==> src/rtl/imem_loader.sv <==
// imem_loader: framed byte-stream loader that writes instruction memory word by word
// and holds the core in reset until a frame passes its XOR checksum.
`default_nettype none

module imem_loader #(
   parameter int         ADDR_W    = 8,
   parameter logic [7:0] SYNC_BYTE = 8'hA5
) (
   input  logic              clk,
   input  logic              reset,
   input  logic              in_valid,
   input  logic [7:0]        in_data,
   output logic              in_ready,
   output logic              wr_en,
   output logic [ADDR_W-1:0] wr_addr,
   output logic [31:0]       wr_data,
   output logic              cpu_hold,
   output logic              done,
   output logic              error,
   output logic [7:0]        word_count
);

   typedef enum logic [2:0] {
      S_SYNC = 3'd0,
      S_LEN  = 3'd1,
      S_DATA = 3'd2,
      S_CSUM = 3'd3,
      S_RUN  = 3'd4
   } state_t;

   state_t      state;
   logic [7:0]  len;
   logic [7:0]  csum;
   logic [1:0]  byte_idx;
   logic [23:0] shreg;
   logic        accept;

   assign accept = in_valid & in_ready;

   always_ff @(posedge clk) begin
      if (!reset) begin
         state      <= S_SYNC;
         in_ready   <= 1'b0;
         wr_en      <= 1'b0;
         wr_addr    <= '0;
         wr_data    <= '0;
         cpu_hold   <= 1'b1;
         done       <= 1'b0;
         error      <= 1'b0;
         word_count <= '0;
         len        <= '0;
         csum       <= '0;
         byte_idx   <= '0;
         shreg      <= '0;
      end else begin
         in_ready <= 1'b1;
         wr_en    <= 1'b0;
         done     <= 1'b0;
         if (accept) begin
            case (state)
               S_SYNC: begin
                  if (in_data == SYNC_BYTE) begin
                     error <= 1'b0;
                     state <= S_LEN;
                  end
               end
               S_LEN: begin
                  if (in_data == 8'd0) begin
                     error <= 1'b1;
                     state <= S_SYNC;
                  end else begin
                     len        <= in_data;
                     csum       <= '0;
                     byte_idx   <= '0;
                     word_count <= '0;
                     state      <= S_DATA;
                  end
               end
               S_DATA: begin
                  csum     <= csum ^ in_data;
                  byte_idx <= byte_idx + 2'd1;
                  shreg    <= {shreg[15:0], in_data};
                  // Word completes on the 4th byte; the write strobe lands on the next cycle.
                  if (byte_idx == 2'd3) begin
                     wr_en      <= 1'b1;
                     wr_addr    <= ADDR_W'(word_count);
                     wr_data    <= {shreg, in_data};
                     word_count <= word_count + 8'd1;
                     if (word_count + 8'd1 == len)
                        state <= S_CSUM;
                  end
               end
               S_CSUM: begin
                  if (in_data == csum) begin
                     done     <= 1'b1;
                     cpu_hold <= 1'b0;
                     state    <= S_RUN;
                  end else begin
                     error <= 1'b1;
                     state <= S_SYNC;
                  end
               end
               S_RUN: begin
                  if (in_data == SYNC_BYTE) begin
                     cpu_hold <= 1'b1;
                     state    <= S_LEN;
                  end
               end
               default: state <= S_SYNC;
            endcase
         end
      end
   end

endmodule

`default_nettype wire

==> config.mk <==
export PLATFORM = sky130hd
export DESIGN_NAME = imem_loader
export DESIGN_NICKNAME = d
export VERILOG_FILES = /design/src/rtl/imem_loader.sv
export SDC_FILE = /design/constraint.sdc
export NUM_CORES = 1
export LEC_CHECK = 0
export ABC_AREA = 1
export CAP_MARGIN = 20
export CORE_MARGIN = 2
export CORE_UTILIZATION = 50
export CTS_BUF_LIST = sky130_fd_sc_hd__clkbuf_8 sky130_fd_sc_hd__clkbuf_16
export CTS_CLUSTER_DIAMETER = 50
export DETAILED_ROUTE_END_ITERATION = 8
export GPL_TIMING_DRIVEN = 0
export PLACE_DENSITY = 0.84
export SYNTH_ARGS = -nofsm -noshare
export SYNTH_HDL_FRONTEND = slang
export SYNTH_SLANG_ARGS = --single-unit
==> constraint.sdc <==
create_clock -name clk -period 1.7 [get_ports clk]
set_input_delay 0.34 -clock clk [delete_from_list [all_inputs] [get_ports clk]]
set_output_delay 0.34 -clock clk [all_outputs]
set_load 0.01 [all_outputs]
==> impl_metrics.csv, run 1 <==
group,metric,value,unit
run,maxCapViolCount,0,
clock_tree,clock_latency,0.38,ns
finish,antenna_cells,0,
critical_path,worst_setup_path_start_kind,"register",
min_path,hold_path.class,"input pin to register",
die,core_area,0.00769,mm²
clock_tree,cts_buffers,9,
sta,setup_viol,0,
detailed_routing,vias,3987,
critical_path,crit_buf_inv,1,
detailed_routing,drt_iter0_drc,399,
placement,placed_area,0.00471,mm²
logic_synthesis,synth_top_area_share,49.7,%
sta,drv_slew,0,
logic_synthesis,ys.flop_type,"dfxtp_1",
critical_path,timing.rr.end,"state[1]",
critical_path,r2r-start,"word_count[1]",
logic_synthesis,async_flop_share,0,%
sta,maxSlewHeadroom,60.6,%
detailed_routing,final_antenna_net_count,0,
placement,dp_hpwl,7600,µm
sta,fin_skew,0.00840,ns
sta,worst_slack,0.00681,ns
clock_tree,clock_sinks,98,
logic_synthesis,synth_edf_count,0,
critical_path,arrival,1.97,ns
clock_tree,clockRootBuffer,"clkbuf_8",
die,ios,64,
clock_tree,path_clk_slew,0.11,ns
logic_synthesis,yosysWarnings,0,
logic_synthesis,synth_top_cell_by_area,"dfxtp_1",
critical_path,cp_slowest_cell,"dfxtp_4",
finish,area_delta_synth_final,30.5,%
finish,layout-drive-gt1-share,15.5,%
clock_tree,tritoncts,"built",
global_route,grt_max_degree,20,
critical_path,cpPeakStageDelay,0.41,ns
clock_tree,cts-hold-fix-buffers,0,
finish,design_area,0.00515,mm²
die,die_h,92.9,µm
min_path,min_to,"shreg[4]",
global_route,first_global_vias,3611,
critical_path,r2r_slack,0.007,ns
logic_synthesis,ys_top_cells_by_area,"dfxtp_1, nand2_1, a21oi_1, nor2_1, o21ai_0",
clock_tree,cts_htree_levels,3,
global_route,grt_first_pass_wirelength,17100,µm
sta,max_freq,591,MHz
logic_synthesis,ys_types,26,
critical_path,critical_path.max_fanout,6,
finish,final_common_cell,"nand2_1",
detailed_routing,via_per_inst,5.62,
detailed_routing,routedWlPerCell,15.9,µm
critical_path,reg2reg_depth,14,
critical_path,worstSetupPathDepth,14,
die,die_area,0.00862,mm²
die,die_w,92.9,µm
critical_path,cp.required,1.98,ns
critical_path,crit_family,"simple AND/OR/NAND/NOR gates",
pwr,p_leak,1.95,nW
clock_tree,clock_path_buffers,2,
run_status,outcome,"finished, final reports clean",
global_route,grt_antenna_before_repair,0,
detailed_routing,firstDrtPassIters,6,
finish,final_nets,615,
finish,final_util,67.0,%
logic_synthesis,ys_seq_elements,98,
critical_path,cp_common_cell,"nand2_1",
global_route,gr-usage-all-layers,25.4,%
sta,worstMarginPinSlew,0.592,ns
global_route,grt_remaining_overflow,0,
logic_synthesis,syn-num-nets,532,
logic_synthesis,netlist_instances,519,
detailed_routing,drc,0,
critical_path,cp-end-kind,"register",
logic_synthesis,ys_seq_area_share,49.7,%
die,row_count,32,
logic_synthesis,synth_area,0.00395,mm²
critical_path,worstPathCellList,"ha_4 -> nand2_4 -> inv_4 -> nand2_2 -> nand2_2 -> nand3_1 -> nand2_1 -> nand2_1 -> nor2_2 -> nand2_2 -> nand2_4 -> nand2_1 -> nand2_1 -> nor2_1",
detailed_routing,wl,11300,µm
sta,timing.final.crit_period,1.69,ns
pwr,power_density,762,mW/mm²
finish,mostFrequentLayoutCells,"nand2_1, dfxtp_1, nor2_1",
sta,rsz0062_at_grt,"true",
finish,n_fill_cell,614,
pwr,ir_drop,0.000581,V
sta,hold_viol_final,0,
placement,dp_slack,-0.596,ns
min_path,min-delay-start,"in_data[4]",
sta,finalCritPeriodShare,99.6,%
pwr,power.total,0.00392,W
logic_synthesis,avgSynthCellArea,7.61,µm²
placement,portBuffers,63,
placement,globalplace.congestion,0.920,
min_path,holdPathStages,3,
critical_path,crit_type,"register to register",
die,start_util,51.4,%
==> power breakdown <==
group	internal [W]	switching, W
Sequential	0.00229	0.00000262
Clock	0.000578	0.000913
Combinational	0.0000385	0.000101
Total	0.00291	0.00102
==> worst reg2reg max path: cells and delay by family (launching register included) <==
family                   cells  cell delay [ns]
AND/OR/NAND/NOR             12             0.97
adder cells (fa/ha/maj)      1             0.16
buffers and inverters        1             0.08
flip-flops                   1             0.41
==> worst max path at each step <==
stage / startpoint / end / slack [ns]
global route: word_count[1] / state[1] / -0.07
finish: word_count[1] / state[1] / 0.007
CTS: state[0] / wr_data[9] / -0.004
floorplan: word_count[1] / state[2] / 0.08
global placement: in_data[0] / csum[2] / -0.56
detailed placement: in_data[0] / byte_idx[1] / -0.60
==> cells in the mapped netlist (2+ instances only) <==
| cell | count |
|---|---|
| nand2_1 | 105 |
| dfxtp_1 | 98 |
| nor2_1 | 72 |
| a21oi_1 | 57 |
| inv_1 | 41 |
| o21ai_0 | 40 |
| a211oi_1 | 25 |
| nand3_1 | 24 |
| clkbuf_1 | 14 |
| buf_2 | 8 |
| xor2_1 | 6 |
| inv_2 | 4 |
| nor3_1 | 3 |
| or2_2 | 3 |
| xnor2_1 | 3 |
| buf_6 | 2 |
| ha_1 | 2 |
| nand2_2 | 2 |
| nand4_1 | 2 |
| nor2_4 | 2 |
==> cell type report <==
cell class | instances | area [µm²] | share of cell area [%]
repair buffers | 72 | 706 | 13.7
well taps | 102 | 128 | 2.48
plain buffers | 25 | 154 | 2.99
multi-input cells | 351 | 1800 | 35.0
clock inverters | 7 | 70.1 | 1.36
flip-flops and latches | 98 | 1980 | 38.5
clock buffers | 9 | 124 | 2.40
inverters | 45 | 184 | 3.57
==> registers in the layout, indices dropped and copies added (netlist names) <==
name and flops:
wr_data 32, shreg 24, csum 8, len 8, word_count 8, wr_addr 8, state 3, byte_idx 2
cpu_hold 1, done 1, error 1, in_ready 1, wr_en 1
==> kinds of logic (layout without fill, tap and decap cells) <==
kind of cell	count (synthesis)	count (layout)	share of synthesized area, %
fa+ha+maj	2	2	0.634
simple gates	216	216	22.9
compound gates	124	124	17.4
buf+inv	70	158	7.39
xor+xnor	9	9	2.00
flops	98	98	49.7
==> per-stage QoR <==
stage | setup TNS [ns] | hold WS [ns] | cells
floorplan | 0 | 0.368 | 519
global placement | -33.34 | 0.452 | 684
detailed placement | -36.68 | 0.456 | 684
CTS | -0.00394 | 0.463 | 703
global route | -0.480 | 0.466 | 709
finish | 0 | 0.469 | 709
==> per-layer routing <==
| layer | wire length (µm) | GRT usage, % | vias to the layer above |
|---|---|---|---|
| li1 | - | - | 1871 |
| met1 | 4380 | 31.2 | 1846 |
| met2 | 5480 | 42.3 | 230 |
| met3 | 1110 | 5.94 | 40 |
| met4 | 333 | 11.3 | 0 |
| met5 | 0 | 0 | - |
==> what timing repair did <==
action                                  CTS  global route
gates resized for setup                  38            44
endpoints found under the setup margin   79            79
setup buffers                             3             5
pin swaps                                 3            20
cloned                                    0             1
Note: power is estimated with default switching activity, not from simulation.
==> run 2: changes to the inputs <==
CAP_MARGIN = not set   (was 20)
==> results of run 2 <==
Same layout as run 1: the final DEF is identical, and so are final timing and power.
